===== src/rtl/hq2x_pattern_gen.sv =====
// HQ2x neighbour-difference pattern generator: one 3x3 window in, 8-bit "differs" mask out.
// Build option HQ2X_PATTERN_PAR_EN: eight difference units, single CMP cycle; default is one shared unit over 8 cycles.
module hq2x_pattern_gen (
  input  logic         clk,
  input  logic         reset,
  input  logic         in_valid,
  output logic         in_ready,
  input  logic [14:0]  in_center,
  input  logic [119:0] in_nbr,
  output logic         out_valid,
  input  logic         out_ready,
  output logic [7:0]   out_pattern,
  output logic [14:0]  out_center,
  output logic [1:0]   dbg_state
);

  // Handshake: a transfer happens on a rising edge where valid && ready; the producer
  // holds data steady while valid is high and ready is low.
  typedef enum logic [1:0] {
    ST_IDLE = 2'd0,
    ST_CMP  = 2'd1,
    ST_DONE = 2'd2
  } state_t;

  state_t         r_state;
  state_t         w_next_state;
  logic [14:0]    r_center;
  logic [119:0]   r_nbr;
  logic [7:0]     r_pattern;
  logic [14:0]    w_nbr [8];

  // YUV-like threshold test on 6-bit channel deltas; returns 1 when the pixels differ.
  function automatic logic f_differs(input logic [14:0] c, input logic [14:0] n);
    logic signed [5:0] r, g, b;
    logic signed [6:0] t, u;
    logic signed [7:0] y, v;
    r = {1'b0, c[4:0]}   - {1'b0, n[4:0]};
    g = {1'b0, c[9:5]}   - {1'b0, n[9:5]};
    b = {1'b0, c[14:10]} - {1'b0, n[14:10]};
    t = {r[5], r} + {b[5], b};
    u = {r[5], r} - {b[5], b};
    y = {t[6], t} + {{2{g[5]}}, g};
    v = {g[5], g, 1'b0} - {t[6], t};
    f_differs = !((y >= -8'sd24) && (y <= 8'sd23) &&
                  (u >= -7'sd4)  && (u <= 7'sd3)  &&
                  (v >= -8'sd6)  && (v <= 8'sd5));
  endfunction

  for (genvar gi = 0; gi < 8; gi++) begin : g_nbr
    assign w_nbr[gi] = r_nbr[15*gi +: 15];
  end

`ifdef HQ2X_PATTERN_PAR_EN
  logic [7:0] w_par;
  for (genvar gi = 0; gi < 8; gi++) begin : g_diff
    assign w_par[gi] = f_differs(r_center, w_nbr[gi]);
  end
`else
  logic [2:0] r_index;
  logic       w_bit;
  assign w_bit = f_differs(r_center, w_nbr[r_index]);
`endif

  always_ff @(posedge clk) begin
    if (reset) r_state <= ST_IDLE;
    else       r_state <= w_next_state;
  end

  always_comb begin
    w_next_state = r_state;
    in_ready     = 1'b0;
    out_valid    = 1'b0;
    case (r_state)
      ST_IDLE: begin
        in_ready = 1'b1;
        if (in_valid) w_next_state = ST_CMP;
      end
      ST_CMP: begin
`ifdef HQ2X_PATTERN_PAR_EN
        w_next_state = ST_DONE;
`else
        if (r_index == 3'd7) w_next_state = ST_DONE;
`endif
      end
      ST_DONE: begin
        out_valid = 1'b1;
        if (out_ready) w_next_state = ST_IDLE;
      end
      default: w_next_state = ST_IDLE;
    endcase
  end

  always_ff @(posedge clk) begin
    if (reset) begin
      r_center  <= '0;
      r_nbr     <= '0;
      r_pattern <= '0;
`ifndef HQ2X_PATTERN_PAR_EN
      r_index   <= '0;
`endif
    end else begin
      case (r_state)
        ST_IDLE: begin
          if (in_valid) begin
            r_center  <= in_center;
            r_nbr     <= in_nbr;
            r_pattern <= '0;
`ifndef HQ2X_PATTERN_PAR_EN
            r_index   <= '0;
`endif
          end
        end
        ST_CMP: begin
`ifdef HQ2X_PATTERN_PAR_EN
          r_pattern <= w_par;
`else
          r_pattern[r_index] <= w_bit;
          r_index            <= r_index + 3'd1;
`endif
        end
        default: ;
      endcase
    end
  end

  assign out_pattern = r_pattern;
  assign out_center  = r_center;
  assign dbg_state   = r_state;

endmodule


===== config.mk =====
export PLATFORM = sky130hd
export DESIGN_NAME = hq2x_pattern_gen
export DESIGN_NICKNAME = d
export VERILOG_FILES = /design/src/rtl/hq2x_pattern_gen.sv
export SDC_FILE = /design/constraint.sdc
export NUM_CORES = 1
export LEC_CHECK = 0
export CORE_ASPECT_RATIO = 1.4
export CORE_MARGIN = 2
export CORE_UTILIZATION = 52
export CTS_BUF_LIST = sky130_fd_sc_hd__clkbuf_8 sky130_fd_sc_hd__clkbuf_16
export DETAILED_ROUTE_END_ITERATION = 8
export PLACE_DENSITY_LB_ADDON = 0.2
export SLEW_MARGIN = 20
export SYNTH_ARGS = -nofsm -noshare
export SYNTH_HDL_FRONTEND = slang
export SYNTH_SLANG_ARGS = --single-unit

===== constraint.sdc =====
create_clock -name clk -period 6.47 [get_ports clk]
set_input_delay 1.294 -clock clk [delete_from_list [all_inputs] [get_ports clk]]
set_output_delay 1.294 -clock clk [all_outputs]
set_load 0.05 [all_outputs]

# Word level (Yosys, flattened, before mapping)
# Index checks and enable logic that the tools add are counted.
# Widths: inputs -> output; s select.
# word_totals
register_bits	148
input_bits	139
out_inout_bits	27
wordCells	57
# classes
addsub	8
magnitude_cmp	9
eq_ne	6
n_mux	16
bitwise	1
n_reduce_logical	12
# ops
operator	n
$bmux 15 s3	1
$mux 15	2
$sub 5x5->6	3
$pmux 8 s2	1
$add 7x6->8	1
$bwmux 8	1
$ge 8x4->1 const B	1
$ge 8x6->1 const B	1
$le 8x4->1 const B	1
$le 8x6->1 const B	1
$mux 8	1
$sub 7x7->8	1
$add 6x6->7	1
$ge 7x3->1 const B	1
$le 7x3->1 const B	1
$sub 6x6->7	1
$logic_and 1x1->1	6
$mux 2	3
$ne 2x2->1 const B	3
$pmux 2 s3	1
$pmux 3 s2	1
$ge 4x4->1 const B	1
$lt 3x4->1 const B	1
$not 3->4	1
other kinds (13)	16

# Depth between registers and ports, before layout
# Gate-level depths: netlist (run 1).
# depth
word_depth	16
depth_mapped	26
ltp_nobuf	24

# Worst setup path before layout (run 1)
# Ideal clock, no wire load.
# synth_path
path_type	reg2reg
start	register r_index[0]
end	register r_pattern[0], in the netlist out_pattern[0]
setup_time_ns	0.136
t_arrival_ns	5.435
required_ns	6.334
slack_ns	0.899
stages_incl_launch_ff	25
path_buffers	3
synth_period_minus_slack_ns	5.571
cell_sequence	dfxtp_1 -> clkbuf_1 -> buf_1 -> mux2i_1 -> o21ai_0 -> a221o_1 -> ha_1 -> inv_1 -> fa_1 -> ha_1 -> a21oi_1 -> nor2_1 -> nor2_1 -> o21bai_1 -> a21oi_1 -> xnor2_1 -> ha_1 -> buf_4 -> o21ai_0 -> a22oi_1 -> o21ai_1 -> or4_1 -> o22a_1 -> a2111oi_4 -> o31ai_1
# synth_via
elab_chain_cells	16
elab_cells_between_ends	30
cone_classes	7 x add/sub; 8 x order compare; 7 x mux; 1 x bitwise; 7 x reduce/logical
# synth_lines
item	line_no	source
from (decl)	59	logic [2:0] r_index;
from (signal assigned)	118	r_index <= r_index + 3'd1;
$not 3->4 (implied by the code)	61	assign w_bit = f_differs(r_center, w_nbr[r_index]);
$bmux 15 s3	61	
$mux 15 (implied by the code) (2 in a row)	61	
$sub 5x5->6 (on tied branches)	37, 39	
$add 6x6->7	40	t = {r[5], r} + {b[5], b};
$add 7x6->8	42	y = {t[6], t} + {{2{g[5]}}, g};
$ge 8x6->1 / $le 8x6->1 (equally long branches)	44	f_differs = !((y >= -8'sd24) && (y <= 8'sd23) &&
$logic_and 1x1->1 (2 in a row)	44	
$logic_and 1x1->1 (2 in a row)	45	(u >= -7'sd4) && (u <= 7'sd3) &&
$logic_and 1x1->1	46	(v >= -8'sd6) && (v <= 8'sd5));
$logic_not 1->1	44	
$bwmux 8 *	117	r_pattern[r_index] <= w_bit;
$pmux 8 s2 *	102	case (r_state)
to (signal, indexed assignment)	117	
to (decl)	29	logic [7:0] r_pattern;
# Mark *: on every way between the ends. The rest lies on a longest branch, timed or not. The select of a mux whose other input is x is not followed.
# A chain may end at the register's enable or synchronous reset.

# Worst setup path after layout (run 1)
# layout_path
start	register r_index[0]
end	register r_pattern[3], in the netlist out_pattern[3]
# Same word-level chain as after synthesis.

==> results of run 1 <==
where the power goes:
group / switching (W) / leakage [nW] / internal, W
sequential: 0.0000451 / 1.22 / 0.000965
clock: 0.000424 / 0.264 / 0.000501
combinational: 0.000932 / 2.41 / 0.000674
total: 0.00140 / 3.89 / 0.00214
registers in the layout, summed over array words and instances (netlist names):
name	count
r_nbr	120
r_index	3
out_center	15
out_pattern	8
dbg_state	2
through the flow:
stage | util | std cells | hold WS, ns | power, W
2_1_floorplan | - | 1007 | 0.433 | 0.00222
3_3_place_gp | 0.641 | 1307 | 0.440 | 0.00258
3_5_place_dp | 0.641 | 1307 | 0.447 | 0.00261
4_1_cts | 0.678 | 1339 | 0.455 | 0.00353
5_1_grt | 0.678 | 1339 | 0.471 | 0.00373
6_report | 0.678 | 1339 | 0.454 | 0.00354
cell usage after synthesis (7+ instances only):
cell type,n,share of area
a21o_1,12,0.011
a21oi_1,162,0.10
a22oi_1,10,0.0096
a31oi_1,8,0.0064
buf_1,7,0.0034
clkbuf_1,52,0.025
dfxtp_1,148,0.38
fa_1,7,0.018
ha_1,45,0.072
inv_1,31,0.015
mux2_2,9,0.013
mux2i_1,18,0.023
mux4_2,8,0.023
nand2_1,298,0.14
nand3_1,21,0.013
nor2_1,46,0.022
nor3_1,10,0.0064
o21ai_0,14,0.0089
o31ai_1,8,0.0077
xnor2_1,11,0.012
xor2_1,8,0.0089
cells by family after synthesis:
logic type	after synthesis	share of synthesized area
AO/OA/AOI/OAI	252	0.190
XOR/XNOR	19	0.0212
adder cells (fa/ha/maj)	52	0.0897
buffers and inverters	98	0.0527
flip-flops	148	0.378
multiplexers	35	0.0589
AND/OR/NAND/NOR	403	0.209
cell type report:
type                            instances  area share
Clock inverter                         15      0.0124
Sequential cell                       148       0.295
Timing Repair Buffer                  174       0.171
Multi-Input combinational cell        761       0.444
Clock buffer                           17      0.0423
Tap cell                              192      0.0239
Inverter                               32      0.0119
worst max-delay path: cells and delay by family (launching register included):
family,cells,cell delay [ns]
adder cells (fa/ha/maj),4,1.71
AO/OA/AOI/OAI,7,2.59
flip-flops,1,0.77
buffers and inverters,4,0.66
AND/OR/NAND/NOR,2,0.25
routing by layer:
metal  part of all wire  global-route usage
met5                  0                   0
met4              0.048               0.146
met3              0.041              0.0402
met2               0.54               0.527
met1               0.37               0.312
cell usage in the layout (no fill, tap or decap), types with 7 or more instances in the layout:
cell type	n
clkdlybuf4s50_1	164
mux2i_1	18
inv_1	32
xor2_1	8
nor3_1	10
nand2_1	297
a31oi_1	8
xnor2_1	11
nor2_1	46
a21oi_1	162
clkbuf_16	17
ha_1	45
nand3_1	21
o21ai_0	14
mux4_2	8
o31ai_1	8
buf_4	10
fa_1	7
mux2_2	9
a21o_1	12
dfxtp_1	146
a22oi_1	10
final timing paths:
path                   start              to  depth (start not counted)
setup / recovery  r_index[0]  out_pattern[3]                         17
setup reg to reg  r_index[0]  out_pattern[3]                         17
hold reg to reg    r_nbr[47]       r_nbr[47]                          2
hold / removal     r_nbr[47]       r_nbr[47]                          2
==> flow_summary_export.csv, run 1 <==
group,metric,value,unit
detailed_routing,routed_wl,23000,µm
place,place_congestion,0.917,
floorplan,coreArea,14900,µm²
clock_tree,htreeDepth,4,
critical_path,slowest_delay,0.77,ns
yosys,yosysUniqueCellTypes,57,
yosys,ys_ff_latch,148,
sta,finalWorstSetupSlack,0.387,ns
finish,nFillCells,1267,
yosys,seq_area_frac_synth,0.378,
sta,setup_tns,0,ns
yosys,syn_inst,1007,
pwr,peakVddDrop,326,µV
floorplan,dieArea,16100,µm²
critical_path,end_kind,"flip-flop",
hold_path,min_path_type,"reg2reg",
clock_tree,clock_path_buffers,2,
job,maxCapViolations,0,
clock_tree,clock_sinks,148,
critical_path,cp_cell_sequence,"clkinv_1 -> o21ai_0 -> a221o_1 -> ha_1 -> inv_1 -> fa_1 -> inv_1 -> fa_1 -> inv_1 -> fa_1 -> a211oi_1 -> nor2_1 -> o41ai_1 -> nor4_1 -> a311oi_1 -> a2111oi_4 -> o31ai_1",
grt,grt_pass1_vias,7160,
critical_path,startpoint_type,"flip-flop",
critical_path,reg2reg_slack,0.39,ns
finish,area_growth,28.4,%
floorplan,start_util,0.528,
yosys,synthesis.nets,1198,
grt,grt_max_degree,91,
clock_tree,worstSkewPairLatency,0.42,ns
grt,antenna_found_initial,0,
yosys,avgSynthCellArea,7.79,µm²
finish,layout.nets,1325,
yosys,synth_edf_count,0,
place,dp_hpwl,17300,µm
floorplan,num_rows,53,
yosys,yosysWarnings,0,
detailed_routing,drt-pass1-iter-count,4,
grt,gr-total-overflow,0,
pwr,p_leak,3.89,nW
critical_path,cpMaxStageDelayCell,"dfxtp_2",
finish,seq_area,2970,µm²
yosys,netlist_area,7840,µm²
clock_tree,cts_buffers,17,
yosys,ys.flop_type,"dfxtp_1",
clock_tree,post_cts_buffers,0,
yosys,async_flop_share,0,
floorplan,die_width,108,µm
sta,period_needed,6.08,ns
finish,diodes,0,
sta,relSlewSlack,0.390,
sta,final.period_utilization,0.940,
status,status,"complete, no violations",
place,dpl_cell_area,9520,µm²
clock_tree,cts_tree,"done",
clock_tree,clkTransAtPathRegs,0.06,ns
finish,final_area,10100,µm²
detailed_routing,ant_nets,0,
sta,hold_violations,0,
floorplan,io_pins,166,
clock_tree,ctsResizeCount,0,
detailed_routing,viasPerCell,5.56,
critical_path,critPathMaxFanout,29,
pwr,powerDensity,352,nW/µm²
critical_path,worstSetupPathType,"reg2reg",
place,place_ws,0.505,ns
finish,drive_gt1_frac,0.0575,
grt,grt_usage,0.285,
clock_tree,root_buffer,"clkbuf_16",
detailed_routing,num_vias,7441,
clock_tree,cts_hold_buf,0,
sta,worst_pin_slew,0.915,ns
critical_path,worst-endpoint-arrival,6.41,ns
finish,multiInputGateArea,4470,µm²
floorplan,die_h,149,µm
detailed_routing,drcViolationCount,0,
sta,rsz0062_at_grt,"false",
sta,setup_viol,0,
place,portBuffers,165,
grt,grt_pass1_wl,35300,µm
detailed_routing,wire_per_inst,17.2,µm
critical_path,crit_required,6.80,ns
sta,drv_slew,0,
sta,clock_skew,0.00862,ns
sta,max_freq,0.164,GHz
detailed_routing,drt_first_iter_violations,510,
Note: power is estimated with default switching activity, not from simulation.
==> run 2: changes to the inputs <==
Settings changed: HOLD_SLACK_MARGIN from default to 0.12.
==> results of run 2 <==
Final layout, timing and power as in run 1 (identical DEF).
==> run 3: changes to the inputs <==
Settings changed: CORE_UTILIZATION 52 to 55, DONT_BUFFER_PORTS from default to 1.
==> flow_summary_export.csv, run 3 (synthesis results as in run 1) <==
group,metric,value,unit
status,status,"complete, no violations",
critical_path,worst-endpoint-arrival,6.28,ns
pwr,peakVddDrop,271,µV
clock_tree,clock_path_buffers,2,
critical_path,end_kind,"flip-flop",
finish,largest_reg_flops,120,
sta,period_needed,5.99,ns
sta,finalWorstSetupSlack,0.476,ns
grt,antenna_found_initial,0,
finish,drive_gt1_frac,0.0682,
finish,diodes,0,
critical_path,cpMaxStageDelayCell,"dfxtp_1",
clock_tree,cts_tree,"done",
sta,setup_viol,0,
detailed_routing,num_vias,6763,
finish,nFillCells,1318,
finish,top_register,"r_nbr",
detailed_routing,ant_nets,0,
detailed_routing,viasPerCell,5.80,
sta,final.period_utilization,0.926,
clock_tree,cts_buffers,17,
critical_path,crit_buf_inv,0,
finish,layout_common_cells,"nand2_1, a21oi_1, dfxtp_1, nor2_1, ha_1",
job,maxCapViolations,0,
pwr,p_leak,3.29,nW
sta,clock_skew,0.00648,ns
critical_path,critPathMaxFanout,16,
clock_tree,clkTransAtPathRegs,0.06,ns
critical_path,worst-r2r-cell-count,20,
detailed_routing,drt_first_iter_violations,520,
detailed_routing,drcViolationCount,0,
floorplan,die_width,105,µm
floorplan,die_h,145,µm
critical_path,worstSetupPathType,"reg2reg",
finish,instances_no_fill,1167,
grt,grt_pass1_vias,6648,
clock_tree,clock_sinks,148,
place,dp.cells,1135,
floorplan,num_rows,51,
floorplan,coreArea,13900,µm²
finish,area_growth,8.16,%
detailed_routing,drt-pass1-iter-count,5,
finish,mostFrequentLayoutCell,"nand2_1",
detailed_routing,routed_wl,21600,µm
finish,multiInputGateArea,4480,µm²
detailed_routing,wire_per_inst,18.5,µm
grt,gr-total-overflow,0,
hold_path,hold_path_depth,2,
finish,layout.nets,1160,
clock_tree,root_buffer,"clkbuf_16",
sta,rsz0062_at_grt,"false",
grt,grt_usage,0.285,
sta,relSlewSlack,0.265,
clock_tree,worstSkewPairLatency,0.42,ns
sta,setup_tns,0,ns
critical_path,r2r_start,"r_index[2]",
place,portBuffers,0,
critical_path,slowest_delay,0.71,ns
critical_path,reg2reg_slack,0.48,ns
critical_path,startpoint_type,"flip-flop",
place,dp_hpwl,15900,µm
sta,worst_pin_slew,1.10,ns
hold_path,min_path_type,"reg2reg",
critical_path,cp_cell_sequence,"and2b_1 -> and2_1 -> a22oi_1 -> nand2_1 -> a21oi_1 -> ha_1 -> a21o_1 -> a21o_1 -> a21o_1 -> ha_1 -> nor3_1 -> a22o_1 -> ha_1 -> nor3_1 -> a22oi_1 -> o21ai_1 -> or4_1 -> o22a_1 -> a2111oi_4 -> o31ai_1",
floorplan,dieArea,15200,µm²
clock_tree,cts_hold_buf,0,
critical_path,path_delay_family,"compound AO/OA/AOI/OAI gates",
place,place_congestion,0.949,
finish,seq_area,2970,µm²
critical_path,cp.depth,20,
grt,grt_max_degree,150,
critical_path,crit_required,6.76,ns
grt,grt_pass1_wl,34000,µm
critical_path,r2r-end,"out_pattern[7]",
sta,hold_violations,0,
floorplan,io_pins,166,
critical_path,cp-startpoint,"r_index[2]",
sta,max_freq,0.167,GHz
critical_path,endpoint,"out_pattern[7]",
pwr,powerDensity,416,nW/µm²
floorplan,start_util,0.564,
sta,drv_slew,0,
place,place_ws,0.472,ns
clock_tree,htreeDepth,4,
-- run 3: worst min path at each step --
stage / from / slack [ns] / endpoint
3_3_place_gp: r_nbr[65] / 0.44 / r_nbr[65]
3_5_place_dp: r_nbr[76] / 0.44 / r_nbr[76]
6_report: r_nbr[101] / 0.45 / r_nbr[101]
2_1_floorplan: r_nbr[101] / 0.43 / r_nbr[101]
4_1_cts: r_nbr[101] / 0.45 / r_nbr[101]
5_1_grt: r_nbr[76] / 0.46 / r_nbr[76]
-- run 3: area by class of cell --
type	instances	area share
Clock buffer	19	0.0534
Clock inverter	13	0.0192
Inverter	32	0.0142
Multi-Input combinational cell	761	0.528
Sequential cell	148	0.350
Tap cell	185	0.0273
Timing Repair Buffer	9	0.00797
-- run 3: metrics by stage --
| step | utilization | total power, W | hold WS, ns | area [µm²] |
|---|---|---|---|---|
| 3_5_place_dp | 0.565 | 0.00249 | 0.440 | 7860 |
| 6_report | 0.610 | 0.00352 | 0.447 | 8480 |
| 3_3_place_gp | 0.565 | 0.00247 | 0.437 | 7860 |
| 4_1_cts | 0.609 | 0.00351 | 0.450 | 8470 |
| 2_1_floorplan | - | 0.00222 | 0.433 | 7840 |
| 5_1_grt | 0.610 | 0.00374 | 0.463 | 8480 |
-- run 3: routing by layer --
layer / global-route usage / share of wire
met2: 0.531 / 0.54
met4: 0.108 / 0.029
met1: 0.319 / 0.38
met3: 0.0472 / 0.047
met5: 0 / 0
-- run 3: where the power goes --
| part | switching, W | leakage (nW) | internal, W |
|---|---|---|---|
| sequential | 0.0000689 | 1.22 | 0.000965 |
| clock | 0.000422 | 0.298 | 0.000603 |
| combinational | 0.000875 | 1.78 | 0.000590 |
-- run 3: worst reg2reg max path: cells and delay by family (launching register included) --
kind | cells | cell delay (ns)
AND/OR/NAND/NOR | 6 | 1.43
AO/OA/AOI/OAI | 11 | 2.55
adder cells (fa/ha/maj) | 3 | 1.17
flip-flops | 1 | 0.71
-- run 3: what timing repair did --
action | CTS | global route
buffers inserted | 0 | 0
gates resized for setup | 0 | 2
setup endpoints to repair | 0 | 8
